## src/rtl/prog_loader_pkg.sv

```systemverilog
// Shared definitions for the boot-image loader: FSM encoding, frame magic and defaults.
package prog_loader_pkg;

  typedef enum logic [3:0] {
    ST_IDLE  = 4'd0,
    ST_ADDR0 = 4'd1,
    ST_ADDR1 = 4'd2,
    ST_CNT0  = 4'd3,
    ST_CNT1  = 4'd4,
    ST_DATA  = 4'd5,
    ST_CSUM  = 4'd6,
    ST_DONE  = 4'd7,
    ST_ERR   = 4'd8
  } state_t;

  localparam logic [7:0] MAGIC       = 8'hA5;
  localparam int         DEF_ADDR_W  = 14;
  localparam int         DEF_TIMEOUT = 1024;

  function automatic logic [7:0] csum_step(input logic [7:0] acc, input logic [7:0] b);
    return acc ^ b;
  endfunction

endpackage

```

## src/rtl/prog_loader_byte_packer.sv

```systemverilog
// Collects four little-endian bytes into one 32-bit word; word_done marks the fourth byte.
module byte_packer
  import prog_loader_pkg::*;
(
  input  logic        clk,
  input  logic        rst,
  input  logic        clr,
  input  logic        byte_en,
  input  logic [7:0]  byte_data,
  output logic [31:0] word,
  output logic        word_done
);

  logic [23:0] shift_r;
  logic [1:0]  cnt_r;

  // The fourth byte is combined combinationally; the loader registers the result.
  assign word      = {byte_data, shift_r};
  assign word_done = byte_en && (cnt_r == 2'd3);

  // Shift register and byte-position counter.
  always_ff @(posedge clk or negedge rst) begin
    if (!rst) begin
      shift_r <= 24'h000000;
      cnt_r   <= 2'd0;
    end else if (clr) begin
      shift_r <= 24'h000000;
      cnt_r   <= 2'd0;
    end else if (byte_en) begin
      shift_r <= {byte_data, shift_r[23:8]};
      cnt_r   <= cnt_r + 2'd1;
    end else begin
      shift_r <= shift_r;
      cnt_r   <= cnt_r;
    end
  end

endmodule

```

## src/rtl/prog_loader.sv

```systemverilog
// Byte-stream program loader: parses a framed image, writes words to memory and
// releases the CPU only when the payload checksum matches.
module prog_loader
  import prog_loader_pkg::*;
#(
  parameter int ADDR_W  = DEF_ADDR_W,
  parameter int TIMEOUT = DEF_TIMEOUT
) (
  input  logic              clk,
  input  logic              rst,
  input  logic              in_valid,
  input  logic [7:0]        in_data,
  output logic              in_ready,
  output logic [3:0]        mem_we,
  output logic [ADDR_W-1:0] mem_addr,
  output logic [31:0]       mem_di,
  output logic              cpu_rst,
  output logic              done,
  output logic              err
);

  localparam int            TW      = $clog2(TIMEOUT + 1);
  localparam logic [TW-1:0] TO_LAST = TW'(TIMEOUT - 1);

  state_t            state_r;
  logic [7:0]        addr_lo_r;
  logic [7:0]        cnt_lo_r;
  logic [7:0]        csum_r;
  logic [ADDR_W-1:0] waddr_r;
  logic [15:0]       left_r;
  logic [TW-1:0]     idle_r;

  logic              acc_s;
  logic              live_s;
  logic              word_done_s;
  logic [31:0]       word_s;
  logic [15:0]       addr16_s;
  logic [15:0]       cnt16_s;

  assign acc_s    = in_valid && in_ready;
  assign live_s   = (state_r != ST_IDLE) && (state_r != ST_DONE) && (state_r != ST_ERR);
  assign addr16_s = {in_data, addr_lo_r};
  assign cnt16_s  = {in_data, cnt_lo_r};

  byte_packer u_packer (
    .clk       (clk),
    .rst       (rst),
    .clr       (state_r == ST_IDLE),
    .byte_en   (acc_s && (state_r == ST_DATA)),
    .byte_data (in_data),
    .word      (word_s),
    .word_done (word_done_s)
  );

  // Frame-parsing FSM with registered outputs, write address and timeout counters.
  always_ff @(posedge clk or negedge rst) begin
    if (!rst) begin
      state_r   <= ST_IDLE;
      addr_lo_r <= 8'h00;
      cnt_lo_r  <= 8'h00;
      csum_r    <= 8'h00;
      waddr_r   <= {ADDR_W{1'b0}};
      left_r    <= 16'h0000;
      idle_r    <= {TW{1'b0}};
      in_ready  <= 1'b0;
      mem_we    <= 4'h0;
      mem_addr  <= {ADDR_W{1'b0}};
      mem_di    <= 32'h00000000;
      cpu_rst   <= 1'b1;
      done      <= 1'b0;
      err       <= 1'b0;
    end else begin
      mem_we <= 4'h0;
      if (live_s && !in_valid) begin
        // A stalled sender mid-frame is treated as a failed load.
        if (idle_r == TO_LAST) begin
          state_r  <= ST_ERR;
          err      <= 1'b1;
          cpu_rst  <= 1'b1;
          in_ready <= 1'b0;
        end else begin
          idle_r <= idle_r + {{(TW-1){1'b0}}, 1'b1};
        end
      end else begin
        idle_r <= {TW{1'b0}};
        case (state_r)
          ST_IDLE: begin
            in_ready <= 1'b1;
            csum_r   <= 8'h00;
            if (acc_s && (in_data == MAGIC)) state_r <= ST_ADDR0;
            else                             state_r <= ST_IDLE;
          end
          ST_ADDR0: begin
            addr_lo_r <= in_data;
            state_r   <= ST_ADDR1;
          end
          ST_ADDR1: begin
            waddr_r <= addr16_s[ADDR_W-1:0];
            state_r <= ST_CNT0;
          end
          ST_CNT0: begin
            cnt_lo_r <= in_data;
            state_r  <= ST_CNT1;
          end
          ST_CNT1: begin
            left_r <= cnt16_s;
            if (cnt16_s == 16'h0000) state_r <= ST_CSUM;
            else                     state_r <= ST_DATA;
          end
          ST_DATA: begin
            csum_r <= csum_step(csum_r, in_data);
            if (word_done_s) begin
              mem_we   <= 4'hF;
              mem_addr <= waddr_r;
              mem_di   <= word_s;
              waddr_r  <= waddr_r + {{(ADDR_W-1){1'b0}}, 1'b1};
              left_r   <= left_r - 16'd1;
              if (left_r == 16'd1) state_r <= ST_CSUM;
              else                 state_r <= ST_DATA;
            end else begin
              state_r <= ST_DATA;
            end
          end
          ST_CSUM: begin
            in_ready <= 1'b0;
            if (in_data == csum_r) begin
              state_r <= ST_DONE;
              done    <= 1'b1;
              cpu_rst <= 1'b0;
            end else begin
              state_r <= ST_ERR;
              err     <= 1'b1;
              cpu_rst <= 1'b1;
            end
          end
          ST_DONE: begin
            state_r <= ST_DONE;
          end
          ST_ERR: begin
            state_r <= ST_ERR;
          end
          default: begin
            state_r  <= ST_ERR;
            err      <= 1'b1;
            cpu_rst  <= 1'b1;
            in_ready <= 1'b0;
          end
        endcase
      end
    end
  end

endmodule
```

## config.mk

```make
export PLATFORM = sky130hd
export DESIGN_NAME = prog_loader
export DESIGN_NICKNAME = d
export VERILOG_FILES = /design/src/rtl/prog_loader_pkg.sv /design/src/rtl/prog_loader_byte_packer.sv /design/src/rtl/prog_loader.sv
export SDC_FILE = /design/constraint.sdc
export NUM_CORES = 1
export LEC_CHECK = 0
export BUFFER_PORTS_ARGS = -buffer_cell sky130_fd_sc_hd__clkbuf_2
export CAP_MARGIN = 30
export CORE_MARGIN = 2
export CORE_UTILIZATION = 60
export CTS_CLUSTER_DIAMETER = 200
export CTS_CLUSTER_SIZE = 25
export DETAILED_ROUTE_END_ITERATION = 10
export PLACE_DENSITY = 0.85
export SLEW_MARGIN = 40
export SYNTH_ARGS = -nofsm -noshare
export SYNTH_HDL_FRONTEND = slang
export SYNTH_SLANG_ARGS = --single-unit
```

## constraint.sdc

```tcl
create_clock -name clk -period 4.2 [get_ports clk]
set_input_delay 0.42 -clock clk [delete_from_list [all_inputs] [get_ports clk]]
set_output_delay 0.42 -clock clk [all_outputs]
set_load 0.01 [all_outputs]
```

==> impl_metrics.ini, run 1 <==
[synthesis]
yosys.area_share.xor_xnor = 0.0189
synth_seq_cells = 146
synthesis.instances = 683
post_synth.cell_area_avg_um2 = 10.2
synth.yosys.seq_area_share = 0.527
asyncSetResetFlopFracSynth = 1.00
dominant_combinational_cell_family_by_area_after_synthesis = simple AND/OR/NAND/NOR gates
yosys.cell_types.count = 57
number_of_flops_mapped_to_enable_cells_by_yosys = 0
syn_area_um2 = 6930
synth_adder_area_share = 0.00902
yosys.area.top_type = dfrtp_1
synth_flop_type = dfrtp_1
synth_simple_gate_area_frac = 0.169
synthesis.yosys.warnings = 0
synth_compound_area_frac = 0.134
largest_cells_by_area_after_synthesis = dfrtp_1, mux2_2, a21oi_1
syn-num-nets = 699
synth.top_cell.area_share = 0.523
muxShareOfSynthArea = 0.102
post_synth_most_frequent_cells = dfrtp_1, nand2_1, a21oi_1
yosysMostFrequentCell = dfrtp_1

[run_status]
status = completed

[sta]
timing_max_transition_violations_final = 0
max_freq_mhz = 379
fin_setup_tns_ns = 0
clock-skew-final_ns = 0.0120
finalHoldWorstSlack_ns = 0.433
final_min_period_over_clock_period = 0.628
slew-limit-headroom = 0.397
worst_pin_slew_ns = 0.892
finalSetupViolations = 0
finalHoldViolations = 0
final.min_clock_period_ns = 2.64
rsz0062_at_grt = no

[floorplan]
num_io_pins = 65
initial_utilization = 0.610
core_area_um2 = 11400
placement_rows = 39
die-width_um = 112
die_area_um2 = 12400
die_height_um = 112

[finish]
areaGrowthSynthToFinish_pct = 14.9
finish.instance_area_um2 = 7970
post_route_cells_drive_above_1_share = 0.246
antenna-diode-count = 0
finish.net_count = 744
post_layout_nonfiller_instances = 884

[power_and_ir_drop]
power.share.sequential = 0.452
vdd_ir_drop_max_v = 0.000377
report.power.total_mw = 4.19
power_frac_clock = 0.373
p_int_mw = 2.90
power.leakage_nw = 3.58
p_switching_mw = 1.29
combinationalPowerShare = 0.175
total_power_divided_by_cell_area_nw_per_um2 = 526
power_switching_share = 0.309

[route]
detail-route-antenna-nets = 0
drt-total-wl_um = 15900
detailedRoute.firstPassIterationCount = 5
dr.first_iter.drc_count = 551
detail_route.drc_violations = 0
wl_per_cell_um = 18.0
dr_total_vias = 5440
number_of_vias_per_cell_after_detailed_routing = 6.15

[clock_network]
cts_num_sinks = 146
path_clk_slew_ns = 0.06
cts_tree = built
htreeDepth = 4
cts_setup_buffers = 0
cts_made_buffers = 17
clock-root-buffer = clkbuf_16
clk_buf_depth = 2
clock_insertion_delay_worst_skew_ns = 0.43

[flow_run]
max-cap-violations = 0

[grt]
grt_overflow_total = 0
grt_antenna_before_repair = 0
first_global_vias = 5438
largest_net_degree_at_the_start_of_global_routing = 112
global_route.usage.total = 0.271
first_pass_grt_wire_length_um = 26700

[place]
place.port_buffers = 64
dpl.cell_count = 850
detailed_placer_s_ending_hpwl_um = 10100
detailed_place.area_um2 = 7300
gp_routability_congestion = 0.993

[setup_path]
critical_path_required_ns = 4.54
timing_worst_setup_path_type = reg -> reg
crit_arrival_ns = 2.98
timing.critical_path.from_type = register
crit_path_max_fanout = 23
timing.critical_path.to_type = register

[worst_hold_path]
hold_path.class = in -> reg
per-stage QoR:
step	setup WS, ns	util
after floorplan	2.33	-
after global placement	1.54	0.641
after detailed placement	1.39	0.642
after CTS	1.35	0.696
after global routing	1.34	0.701
final	1.56	0.701
power by group through the flow:
stage | Clock [mW] | Combinational, mW | Sequential, mW
6_report | 1.56 | 0.733 | 1.89
4_1_cts | 1.57 | 0.721 | 1.88
3_3_place_gp | 0 | 0.680 | 1.88
3_5_place_dp | 0 | 0.709 | 1.90
5_1_grt | 1.64 | 0.828 | 1.93
2_1_floorplan | 0 | 0.574 | 1.81
what timing repair did:
action,4_1_cts,5_1_grt
gates resized for setup,0,0
hold endpoints to repair,0,31
hold buffers,0,1
path summary, 6_finish.rpt:
path | end | startpoint | cells after the start | slack [ns]
min in group asynchronous | mem_di[16] | rst | 2 | 0.44
setup / recovery | waddr_r[9] | state_r[2] | 5 | 1.56
hold reg to reg | idle_r[10] | idle_r[9] | 1 | 0.47
max in group asynchronous | cpu_rst | rst | 4 | 2.56
setup reg to reg | waddr_r[9] | state_r[2] | 5 | 1.56
hold / removal | u_packer.shift_r[22] | in_data[6] | 3 | 0.43
critical path, stage by stage, from the launching register on:
cell and delay, ns:
dfrtp_1 0.68, nand2b_1 0.23, or3_2 0.76, o21ai_4 0.54, a21oi_1 0.16, a21oi_1 0.17
sequential cells by signal, indices dropped and copies added, names as in the netlist:
name / flops
mem_di: 32
u_packer.shift_r: 24
left_r: 16
mem_addr: 14
waddr_r: 14
idle_r: 11
addr_lo_r: 8
cnt_lo_r: 8
csum_r: 8
state_r: 4
u_packer.cnt_r: 2
cpu_rst: 1
done: 1
err: 1
in_ready: 1
mem_we: 1
layout make-up:
type	count	area [µm²]
Inverter	12	45.0
Tap cell	143	179
Timing Repair Buffer	74	428
Clock inverter	10	149
Sequential cell	146	3650
Clock buffer	22	464
Fill cell	784	3400
Multi-Input combinational cell	477	3050
placed cells by master, fill, tap and decap left out, drive strengths merged, types with 4 or more instances in the layout:
master	synthesis	layout
dfrtp	145	145
nand2	94	94
clkbuf	22	85
a21oi	77	77
mux2	62	62
nor2	40	40
o21ai	40	40
nand4	18	18
nand3	18	18
inv	12	15
nor3	14	14
nand2b	13	13
xnor2	12	12
buf	26	10
nor4	10	10
o22ai	9	9
a31oi	8	8
or3	6	6
ha	5	5
and4	4	4
o22a	4	4
and3	4	4
metal layers:
metal | track usage | vias to the layer above | part of all wire
li1 | - | 2511 | -
met1 | 0.348 | 2675 | 0.42
met2 | 0.427 | 207 | 0.49
met3 | 0.0680 | 47 | 0.062
met4 | 0.143 | 0 | 0.034
met5 | 0 | - | 0
kinds of logic (layout without fill, tap and decap cells):
logic type | Yosys count | in the layout
xor+xnor | 15 | 15
flops | 146 | 146
compound gates | 160 | 160
mux | 63 | 63
buf+inv | 60 | 118
simple gates | 234 | 234
fa+ha+maj | 5 | 5
Power figures use the tool's default switching activity.
==> inputs of run 2 (changes only) <==
--- a/config.mk
+++ b/config.mk
@@ -8,11 +8,11 @@
 export BUFFER_PORTS_ARGS = -buffer_cell sky130_fd_sc_hd__clkbuf_2
 export CAP_MARGIN = 30
 export CORE_MARGIN = 2
-export CORE_UTILIZATION = 60
+export CORE_UTILIZATION = 59
 export CTS_CLUSTER_DIAMETER = 200
 export CTS_CLUSTER_SIZE = 25
 export DETAILED_ROUTE_END_ITERATION = 10
-export PLACE_DENSITY = 0.85
+export PLACE_DENSITY = 0.83
 export SLEW_MARGIN = 40
 export SYNTH_ARGS = -nofsm -noshare
 export SYNTH_HDL_FRONTEND = slang
==> constraint.sdc (replaced) <==
create_clock -name clk -period 2.7 [get_ports clk]
set_input_delay 0.27 -clock clk [delete_from_list [all_inputs] [get_ports clk]]
set_output_delay 0.27 -clock clk [all_outputs]
set_load 0.01 [all_outputs]
==> impl_metrics.ini, run 2 (synthesis gave the netlist of run 1 again) <==
[setup_path]
crit_start = state_r[2]
critical_path.reg2reg.startpoint = state_r[2]
crit_arrival_ns = 2.56
critical_path_required_ns = 3.00
regToRegSetupSlack_ns = 0.45
timing_worst_setup_path_type = reg -> reg
r2r.worst_path.cells = 6
worst_r2r_endpoint = waddr_r[7]
crit_path_max_fanout = 32
timing.critical_path.to_type = register
timing.critical_path.from_type = register

[sta]
clock-skew-final_ns = 0.00638
finalHoldViolations = 0
rsz0062_at_grt = no
final_min_period_over_clock_period = 0.835
slew-limit-headroom = 0.573
worst_pin_slew_ns = 0.640
timing_max_transition_violations_final = 0
finalSetupViolations = 0
fin_setup_tns_ns = 0
max_freq_mhz = 444
final.min_clock_period_ns = 2.25

[floorplan]
die_height_um = 112
die-width_um = 112
die_area_um2 = 12600
num_io_pins = 65
placement_rows = 39
initial_utilization = 0.605
core_area_um2 = 11500

[flow_run]
max-cap-violations = 0

[power_and_ir_drop]
combinationalPowerShare = 0.179
vdd_ir_drop_max_v = 0.000569
p_switching_mw = 2.12
power.leakage_nw = 3.61
total_power_divided_by_cell_area_nw_per_um2 = 807
power.share.sequential = 0.469
power_frac_clock = 0.353
report.power.total_mw = 6.43
power_switching_share = 0.330
p_int_mw = 4.31

[grt]
first_global_vias = 5562
grt-busiest-layer = met2
gr_layer_usage_met2 = 0.461
grt_overflow_total = 0
global_route.usage.total = 0.285
largest_net_degree_at_the_start_of_global_routing = 62
fraction_of_met1_tracks_used_by_global_routing = 0.365
grt_antenna_before_repair = 0
first_pass_grt_wire_length_um = 28200
met3_usage_grt = 0.0616

[route]
drt-total-wl_um = 16900
number_of_vias_per_cell_after_detailed_routing = 6.26
wl_per_cell_um = 18.9
detail-route-antenna-nets = 0
dr_total_vias = 5599
detailedRoute.firstPassIterationCount = 6
dr.first_iter.drc_count = 524
detail_route.drc_violations = 0

[finish]
layout.cells.most_common = dfrtp_1
antenna-diode-count = 0
largest_register_ffs = 32
post_route_cells_drive_above_1_share = 0.253
largest-register = mem_di
reg.largest.list = mem_di (32), u_packer.shift_r (24), left_r (16)
mostFrequentLayoutCells = dfrtp_1, nand2_1, a21oi_1, clkbuf_2, mux2_2
areaGrowthSynthToFinish_pct = 15.0
post_layout_nonfiller_instances = 894
finish.net_count = 754
finish.instance_area_um2 = 7980
fillerInstances = 842

[place]
gp_routability_congestion = 0.951
place.port_buffers = 64
dpl.cell_count = 861
detailed_place.area_um2 = 7400
detailed_placer_s_ending_hpwl_um = 11100

[clock_network]
cts_made_buffers = 17
clock-root-buffer = clkbuf_16
cts_tree = built
clk_buf_depth = 2
cts_resized = 0
cts_num_sinks = 146
cts_setup_buffers = 0
clock_insertion_delay_worst_skew_ns = 0.43
path_clk_slew_ns = 0.06
htreeDepth = 4

[worst_hold_path]
hold_path.startpoint = in_data[6]
hold_path_depth = 3
hold_path.class = in -> reg
hold_end = u_packer.shift_r[22]

[run_status]
status = completed
-- run 2: changes by cell type in the layout (fill, tap and decap cells not counted), sizes merged --
cell      change
buf          +10
bufinv        -2
clkbuf        -2
clkinv        +4
clkinvlp      -2
inv           +2
-- run 2: what timing repair did --
item / in CTS / in global routing
hold buffers: 1 / 0
setup endpoints to repair: 0 / 0
endpoints found under the hold margin: 55 / 0
-- run 2: worst max-delay path by stage --
stage / end / slack [ns] / depth (start not counted)
6_report: waddr_r[7] / 0.45 / 6
4_1_cts: in_ready / 0.45 / 6
3_3_place_gp: in_ready / 0.56 / 6
2_1_floorplan: in_ready / 0.83 / 7
3_5_place_dp: in_ready / 0.49 / 6
5_1_grt: state_r[0] / 0.29 / 5
-- run 2: layer usage --
metal | share of wire | vias up
met4 | 0.036 | 0
met5 | 0 | -
met3 | 0.064 | 58
met1 | 0.40 | 2750
met2 | 0.50 | 253
li1 | - | 2538
-- run 2: final cells by class --
type / count / area [µm²] / share of cell area
timing repair buffer: 84 / 504 / 0.0632
tap: 143 / 179 / 0.0224
inverter: 12 / 45.0 / 0.00565
clock buffer: 20 / 447 / 0.0560
clock inverter: 12 / 121 / 0.0152
multi-input combinational: 477 / 3030 / 0.379
sequential: 146 / 3650 / 0.458
-- run 2: stage by stage --
stage / hold slack (ns) / utilization / worst slack, ns
final: 0.241 / 0.696 / 0.445
after global routing: 0.247 / 0.696 / 0.288
after CTS: 0.221 / 0.696 / 0.450
after detailed placement: 0.278 / 0.645 / 0.487
after global placement: 0.275 / 0.645 / 0.559
after floorplan: -0.0256 / - / 0.830
-- run 2: power groups by stage --
stage               clock [mW]  sequential, mW  combinational (mW)
finish                    2.27            3.02                1.15
global route              2.39            3.06                1.27
CTS                       2.30            2.99                1.14
detailed placement           0            3.02                1.12
global placement             0            2.98                1.07
floorplan                    0            2.81               0.893
-- run 2: worst max-delay path, stage by stage, from the launching register on --
cell	delay, ns
dfrtp_1	0.67
nor4bb_4	0.40
buf_4	0.36
buf_4	0.30
o21ai_0	0.14
a21oi_1	0.19
a31oi_1	0.06
==> inputs of run 3 (changes only) <==
--- a/config.mk
+++ b/config.mk
@@ -5,6 +5,7 @@
 export SDC_FILE = /design/constraint.sdc
 export NUM_CORES = 1
 export LEC_CHECK = 0
+export ABC_AREA = 1
 export BUFFER_PORTS_ARGS = -buffer_cell sky130_fd_sc_hd__clkbuf_2
 export CAP_MARGIN = 30
 export CORE_MARGIN = 2
==> constraint.sdc (replaced) <==
create_clock -name clk -period 2.36 [get_ports clk]
set_input_delay 0.236 -clock clk [delete_from_list [all_inputs] [get_ports clk]]
set_output_delay 0.236 -clock clk [all_outputs]
set_load 0.01 [all_outputs]
==> impl_metrics.ini, run 3 <==
[setup_path]
crit_path_max_fanout = 12
timing.critical_path.from_type = register
timing_worst_setup_path_type = reg -> reg
crit_start = state_r[1]
slowest_stage = dfrtp_1
cell_with_the_most_instances_on_the_worst_path = nand2_1
timing.critical_path.to_type = register
crit_chain = nor2_1, nand3_1, nand4_4, buf_4, inv_1, nand2_1, nand2_1, o21ai_0, nand2_1
crit_arrival_ns = 2.27
critical_path_required_ns = 2.66
timing.critical_path.slowest_cell_delay_ns = 0.43
critical_path.reg2reg.startpoint = state_r[1]

[power_and_ir_drop]
power_frac_clock = 0.522
combinationalPowerShare = 0.025
p_switching_mw = 1.16
power.share.sequential = 0.453
vdd_ir_drop_max_v = 0.000833
power_switching_share = 0.209
power.leakage_nw = 4.02
total_power_divided_by_cell_area_nw_per_um2 = 699
p_int_mw = 4.40

[synthesis]
synth.yosys.seq_area_share = 0.535
syn_area_um2 = 6830
synth_flop_type = dfrtp_1
synth_seq_cells = 146
synthesis.yosys.warnings = 0
synthesis.instances = 838
yosys.area.top_type = dfrtp_1
yosysMostFrequentCell = nand2_1
syn-num-nets = 854
largest_cells_by_area_after_synthesis = dfrtp_1, nand2_1, o21ai_0
post_synth_most_frequent_cells = nand2_1, dfrtp_1, o21ai_0
number_of_flops_mapped_to_enable_cells_by_yosys = 0
asyncSetResetFlopFracSynth = 1.00
yosys.cell_types.count = 35
synth.top_cell.area_share = 0.531
post_synth.cell_area_avg_um2 = 8.15

[grt]
grt_overflow_total = 0
grt_antenna_before_repair = 0
largest_net_degree_at_the_start_of_global_routing = 85
first_pass_grt_wire_length_um = 27400
first_global_vias = 5502
global_route.usage.total = 0.277

[floorplan]
die_height_um = 112
die_area_um2 = 12400
core_area_um2 = 11400
placement_rows = 39
num_io_pins = 65
die-width_um = 112
initial_utilization = 0.601

[sta]
final.min_clock_period_ns = 1.97
worst_pin_slew_ns = 0.547
post-route-worst-setup-slack_ns = 0.390
fin_setup_tns_ns = 0
max_freq_mhz = 508
final_min_period_over_clock_period = 0.835
finalSetupViolations = 0
rsz0062_at_grt = no
timing_max_transition_violations_final = 0
slew-limit-headroom = 0.635
finalHoldViolations = 0
clock-skew-final_ns = 0.00625

[finish]
largest_register_ffs = 32
post_route_cells_drive_above_1_share = 0.139
final-seq-area_um2 = 3650
utilization = 0.701
mostFrequentLayoutCells = nand2_1, dfrtp_1, o21ai_0, nor2_1, inv_1
finish.net_count = 919
antenna-diode-count = 0
reg.largest.list = mem_di (32), u_packer.shift_r (24), left_r (16)
largest-register = mem_di
areaGrowthSynthToFinish_pct = 16.7
fillerInstances = 886
multi_input_comb_area_um2 = 2730
layout.cells.most_common = nand2_1

[place]
preCtsSetupSlack_ns = 0.437
detailed_placer_s_ending_hpwl_um = 10800
gp_routability_congestion = 0.906
place.port_buffers = 64

[route]
detailedRoute.firstPassIterationCount = 6
wl_per_cell_um = 15.2
dr_total_vias = 5863
drt-total-wl_um = 16100
detail_route.drc_violations = 0
number_of_vias_per_cell_after_detailed_routing = 5.54
detail-route-antenna-nets = 0
dr.first_iter.drc_count = 514

[clock_network]
post_cts_hold_buffer_count = 1
clock_insertion_delay_worst_skew_ns = 0.43
clock-root-buffer = clkbuf_16
path_clk_slew_ns = 0.06
cts_num_sinks = 146
clk_buf_depth = 2
htreeDepth = 4
cts_tree = built
cts_made_buffers = 17
cts_resized = 0
cts_setup_buffers = 0

[flow_run]
max-cap-violations = 0

[worst_hold_path]
hold_path.startpoint = in_data[3]
hold_path.class = in -> reg

[run_status]
status = completed
[run 3: logic make-up (layout without fill, tap and decap cells)]
family	count (synthesis)	in the layout	share of synthesized area
AND/OR/NAND/NOR	393	393	0.238
AO/OA/AOI/OAI	168	168	0.131
flip-flops	146	146	0.535
buffers and inverters	109	186	0.0643
XOR/XNOR	16	16	0.0205
adder cells (fa/ha/maj)	5	5	0.00916
multiplexers	1	1	0.00147
[run 3: path summary, 6_finish.rpt]
kind / end / slack [ns] / cells past startpoint
setup / recovery: err / 0.39 / 9
hold / removal: u_packer.shift_r[19] / 0.16 / 3
setup reg to reg: err / 0.39 / 9
hold reg to reg: err / 0.47 / 2
max in group asynchronous: addr_lo_r[6] / 1.33 / 3
min in group asynchronous: mem_addr[10] / 0.35 / 2
[run 3: through the flow]
step,total power [mW],instance area (µm²),cells,hold slack (ns)
detailed placement,2.70,7310,1026,0.245
CTS,5.59,7970,1058,0.160
finish,5.56,7970,1058,0.164
global placement,2.70,7310,1026,0.245
floorplan,2.60,6830,838,-0.0596
global route,5.72,7970,1058,0.181
[run 3: power by group through the flow]
stage          sequential (mW)  combinational, mW  clock, mW
6_report                  2.52              0.139       2.91
5_1_grt                   2.52              0.158       3.04
4_1_cts                   2.52              0.142       2.92
3_5_place_dp              2.56              0.138          0
3_3_place_gp              2.56              0.139          0
2_1_floorplan             2.57             0.0324          0
[run 3: final cells by class]
class                           count  area share
Inverter                           75      0.0353
Clock inverter                     11      0.0221
Timing Repair Buffer               80      0.0595
Tap cell                          143      0.0225
Sequential cell                   146       0.459
Clock buffer                       20      0.0586
Multi-Input combinational cell    583       0.343
[run 3: worst max-delay path: cells and delay by family (launching register included)]
kind / cells / cell delay (ns)
compound gates: 1 / 0.11
buf+inv: 2 / 0.33
flops: 1 / 0.43
simple gates: 6 / 0.99
[run 3: routing by layer]
layer / part of all wire / global-route usage
met1: 0.45 / 0.402
met2: 0.48 / 0.424
met3: 0.066 / 0.0631
met4: 0.011 / 0.0840
met5: 0 / 0
